### src/rtl/pulse_interval_meter.sv
// -----------------------------------------------------------------------------
// pulse_interval_meter
//
// Characterises the random pulse generator's output. It detects rising edges
// on pulse_in, measures the clock-cycle interval between successive edges and
// counts pulses. The last, minimum and maximum intervals are kept, and any
// one of them, or the pulse count, is read out through a select mux.
//
// Optional feature (compile-time macro PIM_AVG_EN):
//   When defined, adds avg_out, an exponential moving average of the captured
//   intervals (weight 1/8). When undefined, the port and its logic are absent.
//
// Parameters:
//   CNT_W   width of the interval timer and of the last/min/max registers
//   PCNT_W  width of the pulse counter
//
// Ports:
//   clk           system clock
//   rst_n         asynchronous active-low reset
//   ena           measurement enable; low freezes all measurement state
//   pulse_in      pulse line, synchronous to clk
//   clear         synchronous clear; same effect as reset, beats an edge
//   sel           read select: 0 last, 1 min, 2 max, 3 pulse count
//   data_out      selected result (combinational mux of registers)
//   new_interval  one-cycle strobe: a new interval was captured
//   ovf           sticky: at least one interval saturated
//   avg_out       moving average of intervals (PIM_AVG_EN only)
// -----------------------------------------------------------------------------
module pulse_interval_meter #(
    parameter int CNT_W  = 16,
    parameter int PCNT_W = 8
) (
    input  logic             clk,
    input  logic             rst_n,
    input  logic             ena,
    input  logic             pulse_in,
    input  logic             clear,
    input  logic [1:0]       sel,
    output logic [CNT_W-1:0] data_out,
    output logic             new_interval,
    output logic             ovf
`ifdef PIM_AVG_EN
    ,
    output logic [CNT_W-1:0] avg_out
`endif
);

    typedef enum logic [1:0] {
        ST_IDLE,     // no edge seen since reset/clear
        ST_MEASURE,  // timer running
        ST_SAT       // timer stuck at all-ones
    } state_t;

    localparam logic [CNT_W-1:0]  TIMER_ONE = CNT_W'(1);
    localparam logic [CNT_W-1:0]  TIMER_MAX = '1;
    localparam logic [PCNT_W-1:0] PCNT_ONE  = PCNT_W'(1);

    state_t             r_state;
    logic               r_prev;
    logic [CNT_W-1:0]   r_timer;
    logic [CNT_W-1:0]   r_last;
    logic [CNT_W-1:0]   r_min;
    logic [CNT_W-1:0]   r_max;
    logic [PCNT_W-1:0]  r_pulse_cnt;
    logic               r_ovf;
    logic               r_new_interval;

    logic               w_edge;
    logic               w_capture;
    logic [CNT_W-1:0]   w_timer_inc;
    logic [CNT_W-1:0]   w_cnt_ext;

    // r_prev samples every cycle regardless of ena, so an edge that happens
    // while ena is low is consumed and not seen later.
    assign w_edge      = pulse_in & ~r_prev;
    assign w_timer_inc = r_timer + TIMER_ONE;

    // An interval is captured on an accepted edge after the first one.
    assign w_capture   = ena & ~clear & w_edge & (r_state != ST_IDLE);

    // Pulse count as seen through data_out: zero-extended, or truncated to
    // the low CNT_W bits when the counter is the wider of the two.
    generate
        if (PCNT_W >= CNT_W) begin : g_cnt_trunc
            assign w_cnt_ext = r_pulse_cnt[CNT_W-1:0];
        end else begin : g_cnt_zext
            assign w_cnt_ext = {{(CNT_W-PCNT_W){1'b0}}, r_pulse_cnt};
        end
    endgenerate

    // NOTE: sequential state uses non-blocking assignments only, so every
    // register samples the pre-edge values of the others and simulation
    // matches the synthesized flops regardless of block ordering.
    always_ff @(posedge clk or negedge rst_n) begin
        if (!rst_n) begin
            r_state        <= ST_IDLE;
            r_prev         <= 1'b0;
            r_timer        <= '0;
            r_last         <= '0;
            r_min          <= TIMER_MAX;
            r_max          <= '0;
            r_pulse_cnt    <= '0;
            r_ovf          <= 1'b0;
            r_new_interval <= 1'b0;
        end else begin
            r_prev         <= pulse_in;
            r_new_interval <= 1'b0;
            if (clear) begin
                // Later assignment to r_prev overrides the sample above.
                r_state     <= ST_IDLE;
                r_prev      <= 1'b0;
                r_timer     <= '0;
                r_last      <= '0;
                r_min       <= TIMER_MAX;
                r_max       <= '0;
                r_pulse_cnt <= '0;
                r_ovf       <= 1'b0;
            end else if (ena) begin
                case (r_state)
                    ST_IDLE: begin
                        if (w_edge) begin
                            r_pulse_cnt <= r_pulse_cnt + PCNT_ONE;
                            r_timer     <= TIMER_ONE;
                            r_state     <= ST_MEASURE;
                        end
                    end
                    ST_MEASURE, ST_SAT: begin
                        if (w_edge) begin
                            r_last         <= r_timer;
                            r_min          <= (r_timer < r_min) ? r_timer : r_min;
                            r_max          <= (r_timer > r_max) ? r_timer : r_max;
                            r_pulse_cnt    <= r_pulse_cnt + PCNT_ONE;
                            r_timer        <= TIMER_ONE;
                            r_state        <= ST_MEASURE;
                            r_new_interval <= 1'b1;
                            if (r_state == ST_SAT) begin
                                r_ovf <= 1'b1;
                            end
                        end else if (r_state == ST_MEASURE) begin
                            r_timer <= w_timer_inc;
                            if (w_timer_inc == TIMER_MAX) begin
                                r_state <= ST_SAT;
                            end
                        end
                    end
                    default: begin
                        r_state <= ST_IDLE;
                    end
                endcase
            end
        end
    end

    // NOTE: every output of an always_comb block gets a default before the
    // case, so no path leaves it unassigned and no latch is inferred.
    always_comb begin
        data_out = r_last;
        case (sel)
            2'd0:    data_out = r_last;
            2'd1:    data_out = r_min;
            2'd2:    data_out = r_max;
            default: data_out = w_cnt_ext;
        endcase
    end

    assign new_interval = r_new_interval;
    assign ovf          = r_ovf;

`ifdef PIM_AVG_EN
    // Exponential moving average, avg += (interval - avg) / 8, evaluated
    // signed one bit wider than the timer so a shrinking interval pulls the
    // average down. The first interval seeds the average directly.
    logic [CNT_W-1:0]   r_avg;
    logic               r_avg_seeded;
    logic signed [CNT_W:0] w_avg_diff;
    logic signed [CNT_W:0] w_avg_step;
    logic [CNT_W-1:0]   w_avg_next;

    assign w_avg_diff = $signed({1'b0, r_timer}) - $signed({1'b0, r_avg});
    assign w_avg_step = w_avg_diff >>> 3;
    assign w_avg_next = r_avg + w_avg_step[CNT_W-1:0];

    always_ff @(posedge clk or negedge rst_n) begin
        if (!rst_n) begin
            r_avg        <= '0;
            r_avg_seeded <= 1'b0;
        end else if (clear) begin
            r_avg        <= '0;
            r_avg_seeded <= 1'b0;
        end else if (w_capture) begin
            r_avg        <= r_avg_seeded ? w_avg_next : r_timer;
            r_avg_seeded <= 1'b1;
        end
    end

    assign avg_out = r_avg;
`endif

endmodule

### config.mk
export PLATFORM = sky130hd
export DESIGN_NAME = pulse_interval_meter
export DESIGN_NICKNAME = d
export VERILOG_FILES = /design/src/rtl/pulse_interval_meter.sv
export SDC_FILE = /design/constraint.sdc
export NUM_CORES = 1
export LEC_CHECK = 0
export ABC_AREA = 1
export BUFFER_PORTS_ARGS = -buffer_cell sky130_fd_sc_hd__buf_2
export CORE_MARGIN = 1
export CORE_UTILIZATION = 35
export CTS_BUF_LIST = sky130_fd_sc_hd__clkbuf_4 sky130_fd_sc_hd__clkbuf_8
export DETAILED_ROUTE_END_ITERATION = 12
export GPL_ROUTABILITY_DRIVEN = 1
export HOLD_SLACK_MARGIN = 0.1
export PLACE_DENSITY_LB_ADDON = 0.15
export REMOVE_ABC_BUFFERS = 1
export SYNTH_ARGS = -nofsm -noshare
export SYNTH_HDL_FRONTEND = slang
export SYNTH_SLANG_ARGS = --single-unit
export TNS_END_PERCENT = 1
### constraint.sdc
create_clock -name clk -period 5.8 [get_ports clk]
set_input_delay 1.16 -clock clk [delete_from_list [all_inputs] [get_ports clk]]
set_output_delay 1.16 -clock clk [all_outputs]
set_load 0.05 [all_outputs]
; Yosys cells after proc, flatten, opt, wreduce, memory -nomap -nowiden
; Index checks and enable logic that the tools add are counted.
[op_classes]
eq_ne = 8
reduce_logical = 19
bitwise = 2
addsub = 2
n_mux = 42
magnitude_cmp = 2
[op_table]
columns = cell, n
row1 = 16-bit two-way mux, 19
row2 = 16-bit case mux with 3 select lines, 1
row3 = 8-bit two-way mux, 4
row4 = 16-bit case mux with 2 select lines, 1
row5 = 4-bit AND reduction, 5
row6 = "16-bit by 1-bit adder with 16-bit output, second input constant", 1
row7 = "16-bit == test, second input constant", 1
row8 = 16-bit greater-than comparator, 1
row9 = 16-bit less-than comparator, 1
row10 = 2-bit nonzero test, 7
row11 = 2-bit two-way mux, 6
row12 = 1-bit two-way mux, 10
row13 = "8-bit by 1-bit adder with 8-bit output, second input constant", 1
row14 = "4-bit != test, second input constant", 2
row15 = 3-bit AND reduction, 2
row16 = "2-bit by 1-bit == test with 1-bit output, second input constant", 2
row17 = "2-bit == test, second input constant", 2
row18 = 2-bit zero test, 2
row19 = 2-bit case mux with 2 select lines, 1
row20 = "3-bit != test, second input constant", 1
row21 = 3-bit nonzero test, 1
row22 = 3-bit OR reduction, 1
row23 = 2-bit OR reduction, 1
row24 = 1-bit AND, 1
row25 = 1-bit inverter, 1
[word_totals]
regBits = 77
wordCells = 84
in_bits = 7

; Depth between registers and ports, before layout
; Gate-level depths: netlist (run 1).
[logic_depth]
word_depth = 8
mapped_depth = 15
ltp_nobuf = 15

; Least setup slack after synthesis (run 1)
; OpenSTA, ideal clock, no wires.
[synth_timing]
kind = input -> output
startpoint = input port sel[1]
endpoint = output port data_out[10]
arrival_ns = 2.431
path_stages = 5
t_required_ns = 4.640
path_slack_ns = 2.209
path_cell_list = inv_1 -> nor2_1 -> inv_1 -> clkbuf_1 -> o221ai_1
[synth_via]
elab_chain_len = 2
elab_cells_between_ends = 4
classes_between = eq/ne (2) / mux (1) / reduce/logical (1)
[synth_lines]
columns = element, line
row1 = start: declaration, 38  ; input logic [1:0] sel,
row2 = 2-bit == test (tied with other cells), 158  ; case (sel)
row3 = 16-bit case mux with 3 select lines (*), 158
row4 = end: declaration, 39  ; output logic [CNT_W-1:0] data_out,
; Every way passes the cells marked *; elsewhere a longest branch is shown, timed or not.

; Worst setup path after layout (run 1)
[layout_timing]
startpoint = input port sel[1]
endpoint = output port data_out[4]
; The elaborated chain is that of the path after synthesis.

==> flow_summary.yaml, run 1 <==
timing:
  tightest_slew_ps: 998
  rsz0062_at_grt: "no"
  hold_violations: 0
  hold_ws_ps: 471
  period_share_pct: 63.7
  fin_skew_ps: 13.2
  setup_ws_ps: 2110
  timing.setup.tns_ps: 0
  slew_viol_final: 0
  min_period_ps: 3690
  setup_viol: 0
  max_freq_ghz: 0.271
  slew_headroom_pct: 33.4
grt:
  grt_antenna_before_repair: 0
  grt_pass1_wl_um: 22500
  grt_max_degree: 78
  overflow: 0
  grt.total_usage_pct: 20.6
  first_global_vias: 4223
worst_setup_path:
  start_kind: "input port"
  reg2reg_to: "r_max[14]$_DFFE_PN0P_"
  critPathMostFrequentCell: "buf_2"
  cp_slowest_cell: "nand2_1"
  crit_arrival_ps: 2530
  critPathKind: "input port to output port"
  reg2reg_from: "r_timer[0]$_DFFE_PN0P_"
  path_cells: "buf_2, inv_1, nand2_1, o22ai_1, a21oi_1, o21ai_0, buf_2"
  cpPeakStageDelay_ps: 420
  path_max_fanout: 16
  rrSetupSlack_ps: 2780
  cp.required_ps: 4640
  r2r_cells: 10
  endpoint_kind: "output port"
route:
  ant_nets: 0
  drtIter0Drc: 264
  drtPass1Iterations: 5
  routed_wirelength_um: 14000
  via_per_inst: 5.27
  wire_per_inst_um: 16.4
  vias: 4474
  drc: 0
clock_network:
  worstSkewPairLatency_ps: 370
  postCtsResizedCells: 0
  root_buffer: "clkbuf_8"
  htree_levels: 3
  cts_sinks: 77
  cts_buffer_depth: 2
  clk_pin_slew_worst_paths_ps: 70
  cts_tree: "done"
  post_cts_buffers: 0
  hold_buffers: 0
  cts_buffers: 9
placement:
  dp.final_hpwl_um: 9680
  pre_cts_ws_ps: 2130
  io_buffer_count: 24
  gp_congestion: 0.839
  place_area_sq_um: 5180
worst_hold_path:
  hp-start: "r_min[15]$_DFFE_PN1P_"
  hold_path_depth: 2
  hold_class: "register to register"
  worstHoldEndpoint: "r_min[15]$_DFFE_PN1P_"
floorplan:
  num_rows: 42
  initial_core_util_pct: 36.6
  dieArea_sq_um: 14500
  ios: 25
  fp.dieW_um: 121
  core-area_sq_um: 13500
  die_height_um: 121
yosys:
  ys_seq_elements: 77
  synth_warnings: 0
  syn_inst: 653
  yosysSeqAreaShare_pct: 39.6
  synth_cell_types: 37
  syn_avg_cell_area_sq_um: 7.54
  netlist_area_sq_um: 4920
final_layout:
  antenna_cells: 0
  nets: 713
  seq_area_sq_um: 1950
  fill_cells: 1455
  area_growth_pct: 9.48
  final_layout_size_suffix_gt1_share_pct: 11.4
  multi_input_area_sq_um: 2500
  fin_area_sq_um: 5390
power:
  power.total_uw: 1550
  switchingPower_uw: 568
  power_density_nw_per_um2: 288
  seqPwrFrac_pct: 43.5
  pwr-share-clk_pct: 28.5
  combPwrFrac_pct: 28.0
  p_int_uw: 982
  leakagePower_uw: 0.00275
  vdd_drop_max_mv: 0.145
  switching_share_pct: 36.6
status:
  status: "complete, no violations"
job:
  maxCapViolations: 0
==> flip-flops by register name, indices dropped and copies added, names as in the netlist <==
register / flops
r_max: 16
new_interval: 1
r_last: 16
r_timer: 16
r_state: 2
r_min: 16
r_pulse_cnt: 8
ovf: 1
r_prev: 1
==> worst max-delay path by stage <==
stage | from | endpoint | slack, ps | depth (start not counted)
final | sel[1] | data_out[4] | 2110 | 7
after global placement | sel[1] | data_out[7] | 2160 | 7
after CTS | sel[1] | data_out[4] | 2120 | 7
after detailed placement | sel[1] | data_out[4] | 2130 | 7
after global routing | sel[1] | data_out[2] | 1980 | 7
after floorplan | sel[0] | data_out[0] | 2210 | 3
==> per-stage QoR <==
step | instances | utilization (%)
3_3_place_gp | 833 | 38.5
6_report | 849 | 40.0
5_1_grt | 849 | 40.0
4_1_cts | 849 | 40.0
3_5_place_dp | 833 | 38.5
2_1_floorplan | 630 | -
==> placed cells by master (no fill, tap or decap), drive strengths merged, types with 2 or more instances in the layout <==
cell type / synthesis / layout
clkinv: 0 / 3
clkbuf: 9 / 12
o221ai: 8 / 8
nand4: 35 / 35
nand2: 165 / 165
buf: 14 / 27
dfstp: 16 / 16
nor3: 4 / 4
inv: 98 / 98
dfrtp: 61 / 61
ha: 38 / 38
a21oi: 28 / 28
o22ai: 16 / 16
o21ai: 47 / 47
nand3: 58 / 58
a31oi: 2 / 2
xor2: 3 / 3
nor2: 42 / 42
==> final cells by class <==
cell class,instances,area share [%]
Timing Repair Buffer,27,2.69
Multi-Input combinational cell,455,46.4
Clock inverter,4,0.836
Inverter,98,6.83
Tap cell,176,4.09
Sequential cell,77,36.1
Clock buffer,12,3.07
==> critical path: cells and delay by family <==
kind	cells	cell delay (ps)
buffers and inverters	3	470
AOI/OAI and AO/OA	3	470
and+or+nand+nor	1	420
==> layer usage <==
| metal | part of all wire, % | GRT usage (%) |
|---|---|---|
| met4 | 3.0 | 10.8 |
| met1 | 49 | 29.6 |
| met3 | 3.5 | 2.55 |
| met5 | 0 | 0 |
| met2 | 44 | 30.2 |
==> cells by family (layout without fill, tap and decap cells) <==
logic type                 Yosys count  in the layout  synth area share [%]
adders and majority gates           38             38                  9.66
and+or+nand+nor                    307            307                  27.8
AOI/OAI and AO/OA                  107            107                  12.8
xor gates and xnor gates             3              3                 0.534
DFF                                 77             77                  39.6
buffers and inverters              121            141                  9.69
==> synthesized netlist by cell type <==
master	n	area, sq um
a211oi_1	1	7.51
a21oi_1	28	140
a221oi_1	1	8.76
a31oi_1	1	6.26
a31oi_4	1	21.3
buf_1	5	18.8
buf_2	6	30.0
buf_4	2	15.0
buf_6	1	11.3
clkbuf_1	9	33.8
dfrtp_1	61	1530
dfstp_2	16	420
ha_1	38	475
inv_1	96	360
inv_2	2	7.51
nand2_1	161	604
nand2_2	4	25.0
nand3_1	56	280
nand3_2	2	20.0
nand3b_1	1	7.51
nand4_1	35	219
nor2_1	36	135
nor2_2	5	31.3
nor2_4	1	11.3
nor3_1	4	20.0
nor4_1	1	6.26
o21ai_0	43	215
o21ai_1	2	10.0
o21ai_2	2	17.5
o21bai_1	1	7.51
o221ai_1	8	70.1
o22ai_1	16	100
o311ai_0	1	8.76
o31ai_1	1	7.51
o32ai_1	1	8.76
or2_2	1	6.26
xor2_1	3	26.3
==> power groups by stage <==
stage / Combinational (uW) / Sequential (uW) / Clock [uW]
final: 434 / 675 / 442
after global routing: 483 / 684 / 478
after CTS: 434 / 673 / 457
after detailed placement: 432 / 684 / 0
after global placement: 430 / 679 / 0
after floorplan: 305 / 671 / 0
(Power assumes the default switching activity.)
==> run 2: changes to the inputs <==
--- a/config.mk
+++ b/config.mk
@@ -5,7 +5,7 @@
 export SDC_FILE = /design/constraint.sdc
 export NUM_CORES = 1
 export LEC_CHECK = 0
-export ABC_AREA = 1
+export ABC_AREA = 0
 export BUFFER_PORTS_ARGS = -buffer_cell sky130_fd_sc_hd__buf_2
 export CORE_MARGIN = 1
 export CORE_UTILIZATION = 35
==> constraint.sdc (replaced) <==
create_clock -name clk -period 3.5 [get_ports clk]
set_input_delay 0.7 -clock clk [delete_from_list [all_inputs] [get_ports clk]]
set_output_delay 0.7 -clock clk [all_outputs]
set_load 0.05 [all_outputs]
==> run 2 against run 1 <==
Net effect:
- combinational power is 13% higher
- count of clock-buffer cells in the layout is 2 lower
- setup slack worse by 1500 ps
- cell count is 10% lower
- largest power group unchanged
- via count is 12% lower
- final area is 4.5% higher
- largest cell class unchanged
- critical path depth is 1 higher
- clock skew is 3.0 ps lower
- worst hold slack better by 16 ps
- register-to-register slack worse by 2100 ps
==> flow_summary.yaml, run 2 <==
worst_setup_path:
  path_max_fanout: 10
  cpPeakStageDelay_ps: 560
  path_cells: "ha_1, and4_1, nor4b_4, nand4b_1, o41ai_1, a21oi_1, o31ai_1, mux2_1"
  cp.required_ps: 3770
  cp_top_family: "simple AND/OR/NAND/NOR gates"
  endpoint_kind: "register"
  critPathKind: "register to register"
  cp_slowest_cell: "dfrtp_1"
  start_kind: "register"
  crit_arrival_ps: 3130
  crit_buf_inv: 0
yosys:
  syn_avg_cell_area_sq_um: 9.19
  netlist_area_sq_um: 5160
  ys_seq_elements: 77
  yosys-top-cells-count: "61 x dfrtp_1, 59 x nand2_1, 54 x nor2_1"
  synth_warnings: 0
  synth.largest_area_cell: "dfrtp_1"
  syn_inst: 562
  yosysSeqAreaShare_pct: 37.7
  synth_flop_cell: "dfrtp_1"
  synth_cell_types: 53
  synth_top_cell_area_share_pct: 29.6
  synth.most_common_cell: "dfrtp_1"
  ys_top_cells_by_area: "dfrtp_1 30%, ha_1 9.2%, dfstp_2 8.1%"
  synth-edff-count: 0
  async_reset_ff_share_pct: 100
floorplan:
  fp.dieW_um: 123
  initial_core_util_pct: 35.7
  die_height_um: 123
  num_rows: 44
  core-area_sq_um: 14500
  dieArea_sq_um: 15200
  ios: 25
timing:
  rsz0062_at_grt: "no"
  period_share_pct: 81.9
  timing.setup.tns_ps: 0
  fin_skew_ps: 10.2
  slew_viol_final: 0
  slew_headroom_pct: 32.6
  min_period_ps: 2870
  tightest_slew_ps: 1010
  setup_viol: 0
  max_freq_ghz: 0.349
  hold_violations: 0
power:
  leakagePower_uw: 0.00256
  vdd_drop_max_mv: 0.144
  power_density_nw_per_um2: 399
route:
  routed_wirelength_um: 13000
  via_per_inst: 5.18
  drc: 0
  drtIter0Drc: 305
  ant_nets: 0
  vias: 3945
  wire_per_inst_um: 17.0
  drtPass1Iterations: 4
grt:
  grt_max_degree: 78
  grt_antenna_before_repair: 0
  first_global_vias: 3974
  grt_pass1_wl_um: 21700
  overflow: 0
  grt.total_usage_pct: 19.0
clock_network:
  cts_sinks: 77
  cts_tree: "done"
  hold_buffers: 0
  clk_pin_slew_worst_paths_ps: 90
  post_cts_buffers: 0
  worstSkewPairLatency_ps: 380
  root_buffer: "clkbuf_8"
  cts_buffer_depth: 2
  htree_levels: 3
  postCtsResizedCells: 0
  cts_buffers: 9
final_layout:
  final_layout_size_suffix_gt1_share_pct: 14.9
  layout_commonest_cell: "dfrtp_1"
  mostFrequentLayoutCells: "61 x dfrtp_1, 59 x nand2_1, 54 x nor2_1"
  fin_util_pct: 38.9
  nets: 618
  antenna_cells: 0
  area_growth_pct: 9.01
placement:
  dp.final_hpwl_um: 8810
  io_buffer_count: 24
  gp_congestion: 0.772
worst_hold_path:
  hold_class: "input port to asynchronous set/reset pin"
status:
  status: "complete, no violations"
job:
  maxCapViolations: 0
-- run 2: cell count changes after synthesis, sizes merged, moves of 16 or more --
cell,change
nand2b,+37
mux2i,+42
inv,-62
nand2,-106
nand3,-48
o22ai,-16
nand4,-26
-- run 2: logic make-up (layout without fill, tap and decap cells) --
group	count (synthesis)	in the layout	share of synthesized area (%)
flops	77	77	37.7
compound gates	110	110	13.0
fa+ha+maj	38	38	9.21
buf+inv	74	90	6.32
mux	51	51	11.8
simple gates	202	202	20.2
xor+xnor	10	10	1.70
-- run 2: worst paths after layout --
check	start	end	cells after the start	slack (ps)
max in group asynchronous	rst_n	r_timer[3]$_DFFE_PN0P_	1	2370
worst max register to register	r_timer[0]$_DFFE_PN0P_	r_state[0]$_DFFE_PN0P_	8	630
worst max-delay path	r_timer[0]$_DFFE_PN0P_	r_state[0]$_DFFE_PN0P_	8	630
worst min-delay path	rst_n	r_last[12]$_DFFE_PN0P_	1	490
min in group clk	ovf$_DFFE_PN0P_	ovf$_DFFE_PN0P_	2	510
worst min register to register	ovf$_DFFE_PN0P_	ovf$_DFFE_PN0P_	2	510
-- run 2: power by group --
group          switching (uW)  internal, uW
Combinational             321           171
Clock                     370           348
Sequential               61.4           977
Total                     753          1500
-- run 2: final cells by class --
class	instances	area (sq um)
clock buffer	10	138
clock inverter	6	61.3
fill	1455	8850
inverter	36	135
multi-input combinational	411	2890
sequential	77	1950
tap	184	230
timing repair buffer	38	228
-- run 2: metrics by stage --
| stage | hold WS [ps] | total power (uW) | instances | area (sq um) | setup WS, ps |
|---|---|---|---|---|---|
| global placement | 504 | 1540 | 746 | 5430 | 731 |
| detailed placement | 511 | 1550 | 746 | 5430 | 681 |
| floorplan | 404 | 1370 | 524 | 4970 | 912 |
| finish | 486 | 2250 | 762 | 5630 | 635 |
| CTS | 527 | 2280 | 762 | 5630 | 642 |
| global route | 544 | 2370 | 762 | 5630 | 405 |
-- run 2: metal layers --
| metal | vias up | routed length (um) | global-route usage [%] |
|---|---|---|---|
| met5 | - | 0 | 0 |
| met4 | 0 | 223 | 7.68 |
| met3 | 13 | 375 | 2.40 |
| met2 | 55 | 5910 | 29.3 |
| met1 | 1915 | 6460 | 26.8 |
| li1 | 1962 | - | - |
==> run 3: changes to the inputs <==
==> constraint.sdc (replaced) <==
create_clock -name clk -period 2.9 [get_ports clk]
set_input_delay 0.58 -clock clk [delete_from_list [all_inputs] [get_ports clk]]
set_output_delay 0.58 -clock clk [all_outputs]
set_load 0.05 [all_outputs]
==> run 3 against run 2 <==
Net effect:
- non-clock buffer count rose by 8
- setup slack got worse by 360 ps
- final area increased by 1.6%
- maximum frequency increased by 9.0%
- clock skew grew 1.7 ps
- die area unchanged
- first-iteration DRC count down 17%
- power grew 23%
- sequential cell count unchanged
- sequential power increased by 19%
- critical path depth stayed put
- combinational power is 30% higher
==> flow_summary.yaml, run 3 (synthesis gave the netlist of run 2 again) <==
worst_setup_path:
  cp-endpoint: "r_state[0]$_DFFE_PN0P_"
  r2r_cells: 8
  crit_buf_inv: 0
  reg2reg_from: "r_timer[1]$_DFFE_PN0P_"
  path_cells: "ha_1, and4_1, nor4b_4, nand4b_1, o41ai_1, a21oi_1, o31ai_1, mux2_1"
  cp_top_family: "simple AND/OR/NAND/NOR gates"
  cp-startpoint: "r_timer[1]$_DFFE_PN0P_"
  start_kind: "register"
  rrSetupSlack_ps: 270
  critPathKind: "register to register"
  path_depth: 8
  endpoint_kind: "register"
  crit_arrival_ps: 2890
  cp.required_ps: 3160
  path_max_fanout: 10
  reg2reg_to: "r_state[0]$_DFFE_PN0P_"
  cp_slowest_cell: "dfrtp_1"
  cpPeakStageDelay_ps: 550
power:
  power.total_uw: 2760
  power_density_nw_per_um2: 483
  leakagePower_uw: 0.00261
  vdd_drop_max_mv: 0.253
grt:
  grt_max_degree: 78
  grt_antenna_before_repair: 0
  grt_pass1_wl_um: 21900
  grt.total_usage_pct: 19.3
  first_global_vias: 4113
  overflow: 0
timing:
  slew_viol_final: 0
  timing.setup.tns_ps: 0
  min_period_ps: 2630
  setup_viol: 0
  slew_headroom_pct: 29.4
  fin_skew_ps: 11.9
  tightest_slew_ps: 1060
  period_share_pct: 90.7
  hold_violations: 0
  rsz0062_at_grt: "no"
  max_freq_ghz: 0.380
floorplan:
  ios: 25
  dieArea_sq_um: 15200
  fp.dieW_um: 123
  num_rows: 44
  core-area_sq_um: 14500
  die_height_um: 123
  initial_core_util_pct: 35.7
clock_network:
  worstSkewPairLatency_ps: 380
  post_cts_buffers: 0
  hold_buffers: 0
  postCtsResizedCells: 0
  cts_tree: "done"
  cts_sinks: 77
  htree_levels: 3
  cts_buffer_depth: 2
  cts_buffers: 9
  root_buffer: "clkbuf_8"
  clk_pin_slew_worst_paths_ps: 80
route:
  ant_nets: 0
  via_per_inst: 5.24
  drc: 0
  routed_wirelength_um: 13300
  drtPass1Iterations: 4
  drtIter0Drc: 252
  vias: 4035
  wire_per_inst_um: 17.2
worst_hold_path:
  hold_class: "input port to asynchronous set/reset pin"
status:
  status: "complete, no violations"
placement:
  io_buffer_count: 24
  dp.final_hpwl_um: 9100
  gp_congestion: 0.794
final_layout:
  final_layout_size_suffix_gt1_share_pct: 16.0
  layout_commonest_cell: "dfrtp_1"
  mostFrequentLayoutCells: "61 x dfrtp_1, 59 x nand2_1, 54 x nor2_1"
  fin_util_pct: 39.5
  area_growth_pct: 10.7
  antenna_cells: 0
  nets: 626
job:
  maxCapViolations: 0
-- run 3: metrics by stage --
stage | instance area (sq um) | setup WS [ps] | hold slack, ps | instances
floorplan | 4970 | 552 | 284 | 524
global placement | 5520 | 352 | 497 | 754
detailed placement | 5520 | 302 | 500 | 754
CTS | 5720 | 277 | 426 | 770
global route | 5720 | 74.3 | 468 | 770
finish | 5720 | 271 | 347 | 770
-- run 3: how the worst min path moves through the flow --
stage | from | to | slack, ps | depth (start not counted)
floorplan | rst_n | new_interval$_DFF_PN0_ | 280 | 0
global placement | ovf$_DFFE_PN0P_ | ovf$_DFFE_PN0P_ | 500 | 2
detailed placement | ovf$_DFFE_PN0P_ | ovf$_DFFE_PN0P_ | 500 | 2
CTS | rst_n | r_last[12]$_DFFE_PN0P_ | 430 | 1
global route | pulse_in | r_prev$_DFF_PN0_ | 470 | 2
finish | rst_n | r_max[12]$_DFFE_PN0P_ | 350 | 1
-- run 3: where the power goes --
group | switching, uW | internal (uW) | total [uW] | leakage (uW)
registers | 64.4 | 1180 | 1240 | 0.00101
logic | 405 | 235 | 640 | 0.00149
clock network | 419 | 460 | 878 | 0.000108
total | 888 | 1870 | 2760 | 0.00261
-- run 3: area by class of cell --
| cell class | count | area (sq um) |
|---|---|---|
| inverters | 36 | 135 |
| multi-input cells | 411 | 2890 |
| well taps | 184 | 230 |
| flip-flops and latches | 77 | 1950 |
| repair buffers | 46 | 313 |
| clock buffers | 14 | 168 |
| clock inverters | 2 | 35.0 |
| fillers | 1502 | 8760 |
-- run 3: routing by layer --
metal / GRT usage, % / routed length, um / share of wire, % / vias to the layer above
met3: 2.68 / 355 / 2.7 / 17
met5: 0 / 0 / 0 / -
met4: 8.06 / 289 / 2.2 / 0
met1: 26.1 / 6460 / 49 / 1987
li1: - / - / - / 1977
met2: 30.9 / 6160 / 46 / 54
